--- src/rtl/ysyx_25020037_dec_pkg.sv ---
// Shared decode constants: opcodes, funct7 values, one-hot ALU/ctrl bit positions, entry width.
// The RV32M decode path is enabled by defining DEC_RV32M_EN.
package ysyx_25020037_dec_pkg;

   localparam logic [6:0] OPC_LUI    = 7'h37;
   localparam logic [6:0] OPC_AUIPC  = 7'h17;
   localparam logic [6:0] OPC_JAL    = 7'h6F;
   localparam logic [6:0] OPC_JALR   = 7'h67;
   localparam logic [6:0] OPC_BRANCH = 7'h63;
   localparam logic [6:0] OPC_LOAD   = 7'h03;
   localparam logic [6:0] OPC_STORE  = 7'h23;
   localparam logic [6:0] OPC_OPIMM  = 7'h13;
   localparam logic [6:0] OPC_OP     = 7'h33;
   localparam logic [6:0] OPC_MISC   = 7'h0F;
   localparam logic [6:0] OPC_SYSTEM = 7'h73;

   localparam logic [6:0] F7_BASE   = 7'h00;
   localparam logic [6:0] F7_ALT    = 7'h20;
   localparam logic [6:0] F7_MULDIV = 7'h01;

   localparam logic [31:0] INST_ECALL  = 32'h0000_0073;
   localparam logic [31:0] INST_EBREAK = 32'h0010_0073;
   localparam logic [31:0] INST_MRET   = 32'h3020_0073;

   localparam int ALU_ADD  = 0;
   localparam int ALU_SUB  = 1;
   localparam int ALU_SLT  = 2;
   localparam int ALU_SLTU = 3;
   localparam int ALU_AND  = 4;
   localparam int ALU_OR   = 5;
   localparam int ALU_XOR  = 6;
   localparam int ALU_SLL  = 7;
   localparam int ALU_SRL  = 8;
   localparam int ALU_SRA  = 9;
   localparam int ALU_LUI  = 10;
   localparam int ALU_BNE  = 11;
   localparam int ALU_BEQ  = 12;
   localparam int ALU_BGE  = 13;
   localparam int ALU_BGEU = 14;
   localparam int ALU_BLT  = 15;
   localparam int ALU_BLTU = 16;
   localparam int ALU_OP_W = 17;

   localparam int CTRL_ST       = 0;
   localparam int CTRL_LD       = 1;
   localparam int CTRL_GPR_WE   = 2;
   localparam int CTRL_SRC1_PC  = 3;
   localparam int CTRL_SRC2_IMM = 4;
   localparam int CTRL_PC_JUMP  = 5;
   localparam int CTRL_EBREAK   = 6;
   localparam int CTRL_ECALL    = 7;
   localparam int CTRL_MRET     = 8;
   localparam int CTRL_CSRRS    = 9;
   localparam int CTRL_CSRRW    = 10;
   localparam int CTRL_FENCE_I  = 11;
   localparam int CTRL_W        = 12;

   localparam int MUL_OP_W = 8;

   typedef enum logic [2:0] {
      IMM_N, IMM_I, IMM_S, IMM_B, IMM_U, IMM_J, IMM_Z
   } imm_sel_e;

   // Packed entry: {pc, imm, rd, rs1, rs2, alu_op, ctrl, funct3, illeg}; mul_op is stored separately.
   function automatic int uop_w(input int xlen, input int reg_aw, input int alu_w);
      return 2 * xlen + 3 * reg_aw + alu_w + CTRL_W + 4;
   endfunction

   localparam int UOP_W = uop_w(32, 4, ALU_OP_W);

endpackage

--- src/rtl/ysyx_25020037_dec_logic.sv ---
// Combinational RV32I/E instruction -> micro-op decoder.
// DEC_RV32M_EN adds the mul_op_o port and decodes the M-extension OP encodings.
module ysyx_25020037_dec_logic
   import ysyx_25020037_dec_pkg::*;
#(
   parameter int XLEN     = 32,
   parameter int REG_AW   = 4,
   parameter int ALU_OP_W = 17
) (
   input  logic [31:0]         inst_i,
   output logic [XLEN-1:0]     imm_o,
   output logic [REG_AW-1:0]   rd_o,
   output logic [REG_AW-1:0]   rs1_o,
   output logic [REG_AW-1:0]   rs2_o,
   output logic [ALU_OP_W-1:0] alu_op_o,
`ifdef DEC_RV32M_EN
   output logic [MUL_OP_W-1:0] mul_op_o,
`endif
   output logic [CTRL_W-1:0]   ctrl_o,
   output logic [2:0]          funct3_o,
   output logic                illeg_o
);

   logic [6:0]            opc;
   logic [2:0]            f3;
   logic [6:0]            f7;
   imm_sel_e              imm_sel;
   logic [31:0]           imm32;
   logic [ALU_OP_W-1:0]   alu;
   logic [MUL_OP_W-1:0]   mul;
   logic [CTRL_W-1:0]     ctrl;
   logic                  illeg;
   logic                  use_rd, use_rs1, use_rs2;

   assign opc      = inst_i[6:0];
   assign f3       = inst_i[14:12];
   assign f7       = inst_i[31:25];
   assign rd_o     = inst_i[7 +: REG_AW];
   assign rs1_o    = inst_i[15 +: REG_AW];
   assign rs2_o    = inst_i[20 +: REG_AW];
   assign funct3_o = f3;

   always_comb begin
      imm_sel = IMM_N;
      alu     = '0;
      mul     = '0;
      ctrl    = '0;
      illeg   = 1'b0;
      use_rd  = 1'b0;
      use_rs1 = 1'b0;
      use_rs2 = 1'b0;
      unique case (opc)
         OPC_LUI: begin
            imm_sel = IMM_U;  use_rd = 1'b1;  alu[ALU_LUI] = 1'b1;
            ctrl[CTRL_GPR_WE] = 1'b1;  ctrl[CTRL_SRC2_IMM] = 1'b1;
         end
         OPC_AUIPC: begin
            imm_sel = IMM_U;  use_rd = 1'b1;  alu[ALU_ADD] = 1'b1;
            ctrl[CTRL_GPR_WE] = 1'b1;  ctrl[CTRL_SRC1_PC] = 1'b1;  ctrl[CTRL_SRC2_IMM] = 1'b1;
         end
         OPC_JAL: begin
            imm_sel = IMM_J;  use_rd = 1'b1;  alu[ALU_ADD] = 1'b1;
            ctrl[CTRL_GPR_WE] = 1'b1;  ctrl[CTRL_SRC1_PC] = 1'b1;
            ctrl[CTRL_SRC2_IMM] = 1'b1;  ctrl[CTRL_PC_JUMP] = 1'b1;
         end
         OPC_JALR: begin
            imm_sel = IMM_I;  use_rd = 1'b1;  use_rs1 = 1'b1;  alu[ALU_ADD] = 1'b1;
            ctrl[CTRL_GPR_WE] = 1'b1;  ctrl[CTRL_SRC2_IMM] = 1'b1;  ctrl[CTRL_PC_JUMP] = 1'b1;
            illeg = (f3 != 3'b000);
         end
         OPC_BRANCH: begin
            imm_sel = IMM_B;  use_rs1 = 1'b1;  use_rs2 = 1'b1;
            ctrl[CTRL_SRC1_PC] = 1'b1;  ctrl[CTRL_SRC2_IMM] = 1'b1;  ctrl[CTRL_PC_JUMP] = 1'b1;
            case (f3)
               3'b000:  alu[ALU_BEQ]  = 1'b1;
               3'b001:  alu[ALU_BNE]  = 1'b1;
               3'b100:  alu[ALU_BLT]  = 1'b1;
               3'b101:  alu[ALU_BGE]  = 1'b1;
               3'b110:  alu[ALU_BLTU] = 1'b1;
               3'b111:  alu[ALU_BGEU] = 1'b1;
               default: illeg = 1'b1;
            endcase
         end
         OPC_LOAD: begin
            imm_sel = IMM_I;  use_rd = 1'b1;  use_rs1 = 1'b1;  alu[ALU_ADD] = 1'b1;
            ctrl[CTRL_GPR_WE] = 1'b1;  ctrl[CTRL_SRC2_IMM] = 1'b1;  ctrl[CTRL_LD] = 1'b1;
            illeg = (f3 == 3'b011) || (f3 == 3'b110) || (f3 == 3'b111);
         end
         OPC_STORE: begin
            imm_sel = IMM_S;  use_rs1 = 1'b1;  use_rs2 = 1'b1;  alu[ALU_ADD] = 1'b1;
            ctrl[CTRL_SRC2_IMM] = 1'b1;  ctrl[CTRL_ST] = 1'b1;
            illeg = (f3[2] == 1'b1) || (f3 == 3'b011);
         end
         OPC_OPIMM: begin
            imm_sel = IMM_I;  use_rd = 1'b1;  use_rs1 = 1'b1;
            ctrl[CTRL_GPR_WE] = 1'b1;  ctrl[CTRL_SRC2_IMM] = 1'b1;
            case (f3)
               3'b000: alu[ALU_ADD]  = 1'b1;
               3'b010: alu[ALU_SLT]  = 1'b1;
               3'b011: alu[ALU_SLTU] = 1'b1;
               3'b100: alu[ALU_XOR]  = 1'b1;
               3'b110: alu[ALU_OR]   = 1'b1;
               3'b111: alu[ALU_AND]  = 1'b1;
               3'b001: if (f7 == F7_BASE) alu[ALU_SLL] = 1'b1; else illeg = 1'b1;
               default: begin
                  if (f7 == F7_BASE)     alu[ALU_SRL] = 1'b1;
                  else if (f7 == F7_ALT) alu[ALU_SRA] = 1'b1;
                  else                   illeg = 1'b1;
               end
            endcase
         end
         OPC_OP: begin
            use_rd = 1'b1;  use_rs1 = 1'b1;  use_rs2 = 1'b1;  ctrl[CTRL_GPR_WE] = 1'b1;
            if (f7 == F7_BASE) begin
               case (f3)
                  3'b000: alu[ALU_ADD]  = 1'b1;
                  3'b001: alu[ALU_SLL]  = 1'b1;
                  3'b010: alu[ALU_SLT]  = 1'b1;
                  3'b011: alu[ALU_SLTU] = 1'b1;
                  3'b100: alu[ALU_XOR]  = 1'b1;
                  3'b101: alu[ALU_SRL]  = 1'b1;
                  3'b110: alu[ALU_OR]   = 1'b1;
                  default: alu[ALU_AND] = 1'b1;
               endcase
            end else if (f7 == F7_ALT && f3 == 3'b000) begin
               alu[ALU_SUB] = 1'b1;
            end else if (f7 == F7_ALT && f3 == 3'b101) begin
               alu[ALU_SRA] = 1'b1;
            end else if (f7 == F7_MULDIV) begin
`ifdef DEC_RV32M_EN
               mul[f3] = 1'b1;
`else
               illeg = 1'b1;
`endif
            end else begin
               illeg = 1'b1;
            end
         end
         OPC_MISC: begin
            if (f3 == 3'b001)      ctrl[CTRL_FENCE_I] = 1'b1;
            else if (f3 != 3'b000) illeg = 1'b1;
         end
         OPC_SYSTEM: begin
            if (inst_i == INST_ECALL) begin
               ctrl[CTRL_ECALL] = 1'b1;  ctrl[CTRL_PC_JUMP] = 1'b1;
            end else if (inst_i == INST_EBREAK) begin
               ctrl[CTRL_EBREAK] = 1'b1;
            end else if (inst_i == INST_MRET) begin
               ctrl[CTRL_MRET] = 1'b1;  ctrl[CTRL_PC_JUMP] = 1'b1;
            end else if (f3 == 3'b001 || f3 == 3'b010) begin
               imm_sel = IMM_Z;  use_rd = 1'b1;  use_rs1 = 1'b1;  ctrl[CTRL_GPR_WE] = 1'b1;
               ctrl[CTRL_CSRRW] = (f3 == 3'b001);
               ctrl[CTRL_CSRRS] = (f3 == 3'b010);
            end else begin
               illeg = 1'b1;
            end
         end
         default: illeg = 1'b1;
      endcase
      // RV32E has only x0..x15: a used register field with bit 4 set cannot be executed.
      if (REG_AW == 4 && ((use_rd && inst_i[11]) || (use_rs1 && inst_i[19]) || (use_rs2 && inst_i[24])))
         illeg = 1'b1;
      if (illeg) begin
         alu  = '0;
         mul  = '0;
         ctrl = '0;
      end
   end

   always_comb begin
      unique case (imm_sel)
         IMM_I:   imm32 = {{20{inst_i[31]}}, inst_i[31:20]};
         IMM_S:   imm32 = {{20{inst_i[31]}}, inst_i[31:25], inst_i[11:7]};
         IMM_B:   imm32 = {{20{inst_i[31]}}, inst_i[7], inst_i[30:25], inst_i[11:8], 1'b0};
         IMM_U:   imm32 = {inst_i[31:12], 12'b0};
         IMM_J:   imm32 = {{12{inst_i[31]}}, inst_i[19:12], inst_i[20], inst_i[30:21], 1'b0};
         IMM_Z:   imm32 = {20'b0, inst_i[31:20]};
         default: imm32 = '0;
      endcase
   end

   assign imm_o    = XLEN'($signed(imm32));
   assign alu_op_o = alu;
   assign ctrl_o   = ctrl;
   assign illeg_o  = illeg;
`ifdef DEC_RV32M_EN
   assign mul_op_o = mul;
`endif

endmodule

--- src/rtl/ysyx_25020037_dec_queue.sv ---
// Decode stage: decodes IFU instructions and buffers micro-ops in a DEPTH-entry FIFO toward the EXU.
// DEC_RV32M_EN enables M-extension decode and the mul_op storage; otherwise out_mul_op is tied 0.
module ysyx_25020037_dec_queue
   import ysyx_25020037_dec_pkg::*;
#(
   parameter int XLEN     = 32,
   parameter int DEPTH    = 2,
   parameter int REG_AW   = 4,
   parameter int ALU_OP_W = 17
) (
   input  logic                     clk,
   input  logic                     rst,
   input  logic                     in_valid,
   output logic                     in_ready,
   input  logic [XLEN-1:0]          in_pc,
   input  logic [31:0]              in_inst,
   input  logic                     flush,
   output logic                     out_valid,
   input  logic                     out_ready,
   output logic [XLEN-1:0]          out_pc,
   output logic [XLEN-1:0]          out_imm,
   output logic [REG_AW-1:0]        out_rd,
   output logic [REG_AW-1:0]        out_rs1,
   output logic [REG_AW-1:0]        out_rs2,
   output logic [ALU_OP_W-1:0]      out_alu_op,
   output logic [7:0]               out_mul_op,
   output logic [11:0]              out_ctrl,
   output logic [2:0]               out_funct3,
   output logic                     out_illeg,
   output logic [$clog2(DEPTH):0]   out_count
);

   localparam int PW = $clog2(DEPTH);
   localparam int CW = PW + 1;
   localparam int EW = uop_w(XLEN, REG_AW, ALU_OP_W);

   logic [XLEN-1:0]     d_imm;
   logic [REG_AW-1:0]   d_rd, d_rs1, d_rs2;
   logic [ALU_OP_W-1:0] d_alu;
   logic [CTRL_W-1:0]   d_ctrl;
   logic [2:0]          d_f3;
   logic                d_illeg;

   logic [EW-1:0]       mem_q [DEPTH];
   logic [EW-1:0]       entry_d;
   logic [PW-1:0]       wr_ptr_q, wr_ptr_d, rd_ptr_q, rd_ptr_d;
   logic [CW-1:0]       count_q, count_d;
   logic                enq, deq;

`ifdef DEC_RV32M_EN
   logic [MUL_OP_W-1:0] d_mul;
   logic [MUL_OP_W-1:0] mul_q [DEPTH];
`endif

   ysyx_25020037_dec_logic #(
      .XLEN     (XLEN),
      .REG_AW   (REG_AW),
      .ALU_OP_W (ALU_OP_W)
   ) u_dec (
      .inst_i   (in_inst),
      .imm_o    (d_imm),
      .rd_o     (d_rd),
      .rs1_o    (d_rs1),
      .rs2_o    (d_rs2),
      .alu_op_o (d_alu),
`ifdef DEC_RV32M_EN
      .mul_op_o (d_mul),
`endif
      .ctrl_o   (d_ctrl),
      .funct3_o (d_f3),
      .illeg_o  (d_illeg)
   );

   // No full-FIFO bypass: a full queue refuses input even while the head is being drained.
   assign in_ready  = (count_q != CW'(DEPTH)) && !flush;
   assign out_valid = (count_q != '0) && !flush;
   assign enq       = in_valid && in_ready;
   assign deq       = out_valid && out_ready;
   assign out_count = count_q;
   assign entry_d   = {in_pc, d_imm, d_rd, d_rs1, d_rs2, d_alu, d_ctrl, d_f3, d_illeg};

   assign {out_pc, out_imm, out_rd, out_rs1, out_rs2, out_alu_op, out_ctrl, out_funct3, out_illeg} =
      mem_q[rd_ptr_q];
`ifdef DEC_RV32M_EN
   assign out_mul_op = mul_q[rd_ptr_q];
`else
   assign out_mul_op = '0;
`endif

   always_comb begin
      wr_ptr_d = wr_ptr_q;
      rd_ptr_d = rd_ptr_q;
      count_d  = count_q;
      if (flush) begin
         wr_ptr_d = '0;
         rd_ptr_d = '0;
         count_d  = '0;
      end else begin
         if (enq) wr_ptr_d = wr_ptr_q + PW'(1);
         if (deq) rd_ptr_d = rd_ptr_q + PW'(1);
         if (enq && !deq)      count_d = count_q + CW'(1);
         else if (!enq && deq) count_d = count_q - CW'(1);
      end
   end

   always_ff @(posedge clk or posedge rst) begin
      if (rst) begin
         wr_ptr_q <= '0;
         rd_ptr_q <= '0;
         count_q  <= '0;
      end else begin
         wr_ptr_q <= wr_ptr_d;
         rd_ptr_q <= rd_ptr_d;
         count_q  <= count_d;
      end
   end

   always_ff @(posedge clk or posedge rst) begin
      if (rst) begin
         for (int i = 0; i < DEPTH; i++) begin
            mem_q[i] <= '0;
`ifdef DEC_RV32M_EN
            mul_q[i] <= '0;
`endif
         end
      end else if (enq) begin
         mem_q[wr_ptr_q] <= entry_d;
`ifdef DEC_RV32M_EN
         mul_q[wr_ptr_q] <= d_mul;
`endif
      end
   end

endmodule

--- config.mk ---
export PLATFORM = sky130hd
export DESIGN_NAME = ysyx_25020037_dec_queue
export DESIGN_NICKNAME = d
export VERILOG_FILES = /design/src/rtl/ysyx_25020037_dec_pkg.sv /design/src/rtl/ysyx_25020037_dec_logic.sv /design/src/rtl/ysyx_25020037_dec_queue.sv
export SDC_FILE = /design/constraint.sdc
export NUM_CORES = 1
export LEC_CHECK = 0
export BUFFER_PORTS_ARGS = -buffer_cell sky130_fd_sc_hd__clkbuf_2
export CORE_MARGIN = 2
export CORE_UTILIZATION = 50
export CTS_CLUSTER_DIAMETER = 50
export CTS_CLUSTER_SIZE = 10
export DETAILED_ROUTE_END_ITERATION = 7
export PLACE_DENSITY = 0.71
export SKIP_CTS_REPAIR_TIMING = 1
export SYNTH_ARGS = -nofsm -noshare
export SYNTH_HDL_FRONTEND = slang
export SYNTH_SLANG_ARGS = --single-unit
--- constraint.sdc ---
create_clock -name clk -period 9.8 [get_ports clk]
set_input_delay 2.45 -clock clk [delete_from_list [all_inputs] [get_ports clk]]
set_output_delay 2.45 -clock clk [all_outputs]
set_load 0.03 [all_outputs]
======== After elaboration in Yosys (flattened, before gate mapping) ========
Index checks and enable logic that the tools add are counted.
operators by class
  add/subtract/negate cells ............... 4
  $lt $le $gt $ge ......................... 3
  equality and inequality tests ........... 29
  muxes and demuxes ....................... 87
  bitwise operators ....................... 2
  reduce and logical (&&, ||, !) cells .... 42
operator list
  kind                    number
  $mux W109               4
  $bwmux W218             1
  $pmux W32 S6            1
  $demux W109 S1          1
  $mux W1                 55
  $eq A32 B21 Y1 const B  1
  $eq A32 B30 Y1 const B  1
  $eq A32 B7 Y1 const B   1
  $eq A7 B6 Y1 const B    4
  $eq A7 B7 Y1 const B    4
  $eq A3 B3 Y1 const B    7
  $reduce_or A7 Y1        3
  $mux W3                 6
  $pmux W3 S6             1
  $reduce_or A6 Y1        3
  $mux W17                1
  $pmux W8 S2             1
  $reduce_or A3 Y1        5
  $eq A7 B5 Y1 const B    2
  $eq A3 B2 Y1 const B    4
  $logic_and A1 B1 Y1     12
  $mux W12                1
  $mux W2                 6
  $pmux W1 S9             1
  24 further kinds        41
word-level totals
  bits in registers ....................... 222
  input port bits ......................... 69

======== Longest topological paths before layout ========
  depth after elaboration ................. 13
  depth in mapped cells ................... 10
  gate-level depth less buffers ........... 6

======== By module ========
From an unflattened synthesis, not the netlist that was laid out.
unflattened totals
  cells, all modules ...................... 856
  area, all modules ....................... 11,518.5 sq um
by module, submodules not included
  module                   instances  cells each  area an instance (sq um)  seq. area each (sq um)
  ysyx_25020037_dec_queue  1          619         9,785.6                   5,555.3
  ysyx_25020037_dec_logic  1          237         1,732.9                   0.0

======== Worst setup path before layout ========
OpenSTA, ideal clock, no wires.
  path kind ............................... input-to-output
  from .................................... in flush
  to ...................................... out in_ready
  arrival time ............................ 3.055 ns
  path slack .............................. 4.295 ns
  stages .................................. 1
  buffers on the path ..................... 0
  path through ............................ a21oi_1
on the way
  cells in the longest elaborated chain, start to end .. 2
RTL lines
  item                 line                           source
  start, declared      ysyx_25020037_dec_queue.sv:17  input logic flush,
  $logic_not A1 Y1     ysyx_25020037_dec_queue.sv:75  assign in_ready = (count_q != CW'(DEPTH)) && !flush;
  $logic_and A1 B1 Y1  ysyx_25020037_dec_queue.sv:75
  end, declared        ysyx_25020037_dec_queue.sv:14  output logic in_ready,
No other way between the ends.

======== Worst setup path in the final report ========
Ends and elaborated chain as after synthesis.

==> reports/qor.yml <==
run_status: "finished, final reports clean"
drive_gt1_frac: 0.278
synthFlopType: "dfrtp_1"
fp-row-count: 53
slew_violations: 0
die_w_um: 150
synth_seq_cells: 222
grt_max_degree: 97
cts_sinks: 222
start_util: 0.510
die_area_sq_um: 22600
syn_avg_cell_area_sq_um: 9.19
finalHoldViolCount: 0
clk_path_buf_depth: 3
path_class: "primary input to output port"
syn_area_sq_um: 10700
ys_async_sr_fraction: 1.00
detail_route.wl_per_cell_um: 17.7
setup_tns_ns: 0
drt-total-wl_um: 28300
cts_buffers: 31
power_leakage_uw: 0.00624
seq_area_sq_um: 5560
cap_viol_max_count: 0
grt_remaining_overflow: 0
fmax_mhz: 175
fillCellCount: 1817
postSynthCellCount: 1166
io_pins: 190
dp_hpwl_um: 17900
root_buffer: "clkbuf_16"
path_clk_slew_ns: 0.05
tightest_slew_ns: 1.11
peakVddDrop_mv: 0.148
rsz0062_at_grt: "no"
rr_worst_depth: 8
yosysWarnings: 0
vias: 8920
drt.antenna.violating_nets: 0
hp-class: "flop to flop"
endpoint_kind: "output port"
core-area_sq_um: 21000
grt_antenna_before_repair: 0
crit_arrival_ns: 3.26
grt_pass1_vias: 8574
layoutNonFillerInstCount: 1601
setup_viol: 0
drtPass1Iterations: 6
drt_iter0_drc: 672
vias_per_cell: 5.57
powerDensity_nw_per_um2: 219
syn_to_final_growth_pct: 18.9
die_h_um: 150
multiInputGateArea_sq_um: 4800
final_nets: 1376
drcViolationCount: 0
ys_types: 56
diodes: 0
cts_tree: "done"
fin_crit_sh: 0.582
crit_fanout: 6
clk_latency_ns: 0.54
finClkSkew_ns: 0.0114
slew_headroom: 0.259
port_buffers: 181
grt_pass1_wl_um: 45100
whs_path_depth: 2
place_congestion: 0.911
h-tree-depth: 1
grtUsageTotal: 0.249
period_minus_slack_ns: 5.71
synth_edf_count: 0
dpl.cell_count: 1549
ys_seq_area_frac: 0.518
required_ns: 7.35
crit_path_start_kind: "primary input"
cell type report:
class / count / share of cell area
flip-flops and latches: 222 / 0.436
multi-input cells: 856 / 0.377
repair buffers: 190 / 0.0764
clock buffers: 41 / 0.0678
well taps: 275 / 0.0270
clock inverters: 11 / 0.0133
inverters: 6 / 0.00236
state kept, by name, indices dropped and copies added (netlist names):
| register | count |
|---|---|
| wr_ptr_q | 1 |
| mem_q | 218 |
| out_count | 2 |
| rd_ptr_q | 1 |
routing by layer:
metal	vias up	global-route usage	wire length [um]
met2	333	0.399	13200
met3	63	0.0376	1980
met5	-	0	0
met4	0	0.0698	733
li1	4218	-	-
met1	4306	0.354	12400
report_power, final:
| group | total (uW) | switching [uW] | internal, uW |
|---|---|---|---|
| Combinational | 543 | 361 | 182 |
| Clock | 1120 | 405 | 717 |
| Sequential | 1130 | 73.5 | 1050 |
cell families (layout without fill, tap and decap cells):
family / after synthesis / count (layout) / share of synthesized area
compound gates: 180 / 180 / 0.107
xor+xnor: 3 / 3 / 0.00245
buf+inv: 95 / 248 / 0.0383
flops: 222 / 222 / 0.518
mux: 113 / 113 / 0.119
other cells: 1 / 8 / 0.000350
simple gates: 552 / 552 / 0.215
worst max-delay path, cell delays in order:
cell and delay, ns:
clkbuf_2 0.13, a21oi_1 0.38, clkbuf_2 0.29
metrics by stage:
| stage | utilization | setup WS (ns) | total power [uW] | hold slack, ns | instance area (sq um) |
|---|---|---|---|---|---|
| global route | 0.606 | 4.03 | 2920 | 0.477 | 12700 |
| finish | 0.606 | 4.09 | 2790 | 0.465 | 12700 |
| global placement | 0.557 | 4.13 | 1670 | 0.451 | 11700 |
| detailed placement | 0.557 | 4.11 | 1680 | 0.456 | 11700 |
| floorplan | - | 1.27 | 1530 | 0.438 | 10700 |
| CTS | 0.606 | 4.10 | 2810 | 0.470 | 12700 |
cell usage in the layout (no fill, tap or decap), types with 3 or more instances in the layout:
| cell type | synthesis | routed |
|---|---|---|
| clkbuf_16 | 0 | 31 |
| nand3b_1 | 3 | 3 |
| a21o_1 | 3 | 3 |
| dfrtp_1 | 222 | 221 |
| xor2_1 | 3 | 3 |
| mux2_2 | 113 | 113 |
| clkbuf_2 | 0 | 181 |
| nand2b_1 | 8 | 8 |
| a22oi_1 | 12 | 12 |
| conb_1 | 1 | 8 |
| clkinv_2 | 0 | 3 |
| a31oi_1 | 3 | 3 |
| or2_2 | 3 | 3 |
| bufinv_16 | 0 | 4 |
| nor2_1 | 47 | 46 |
| o31ai_1 | 36 | 36 |
| o21ai_0 | 57 | 57 |
| nor3_1 | 11 | 11 |
| nand3_1 | 16 | 15 |
| nand4_1 | 6 | 6 |
| clkbuf_1 | 70 | 5 |
| inv_1 | 6 | 5 |
| or3_1 | 4 | 4 |
| buf_4 | 10 | 9 |
| o41ai_1 | 10 | 10 |
| nor2b_1 | 5 | 5 |
| nand2_1 | 425 | 425 |
| and3b_1 | 3 | 3 |
| a21oi_1 | 37 | 37 |
| o21a_1 | 3 | 3 |
| clkbuf_8 | 0 | 5 |
| inv_6 | 0 | 3 |
cells in the mapped netlist (3+ instances only):
library cell    n  share of area
nor2_1         47          0.016
nor3_1         11         0.0051
xor2_1          3         0.0025
nand2b_1        8         0.0047
a31oi_1         3         0.0018
clkbuf_1       70          0.025
o21a_1          3         0.0021
or2_2           3         0.0018
a21oi_1        37          0.017
a21o_1          3         0.0021
buf_4          10         0.0070
inv_1           6         0.0021
and3b_1         3         0.0025
mux2_2        113           0.12
buf_2           7         0.0033
a22oi_1        12         0.0084
nand3b_1        3         0.0021
or3_1           4         0.0023
o31ai_1        36          0.025
o41ai_1        10         0.0082
o21ai_0        57          0.027
and3_1          3         0.0018
nand4_1         6         0.0035
nand3_1        16         0.0075
nor2b_1         5         0.0029
nand2_1       425           0.15
dfrtp_1       222           0.52
path summary, 6_finish.rpt:
check                                  start    endpoint  slack (ns)
worst max-delay path                   flush    in_ready        4.09
max in group asynchronous                rst   mem_q[26]        5.72
worst max register to register  out_count[0]  mem_q[118]        7.04
worst min-delay path               mem_q[42]   mem_q[42]        0.47
worst min register to register     mem_q[42]   mem_q[42]        0.47
min in group asynchronous                rst   mem_q[89]        2.02
Power figures use the tool's default switching activity.
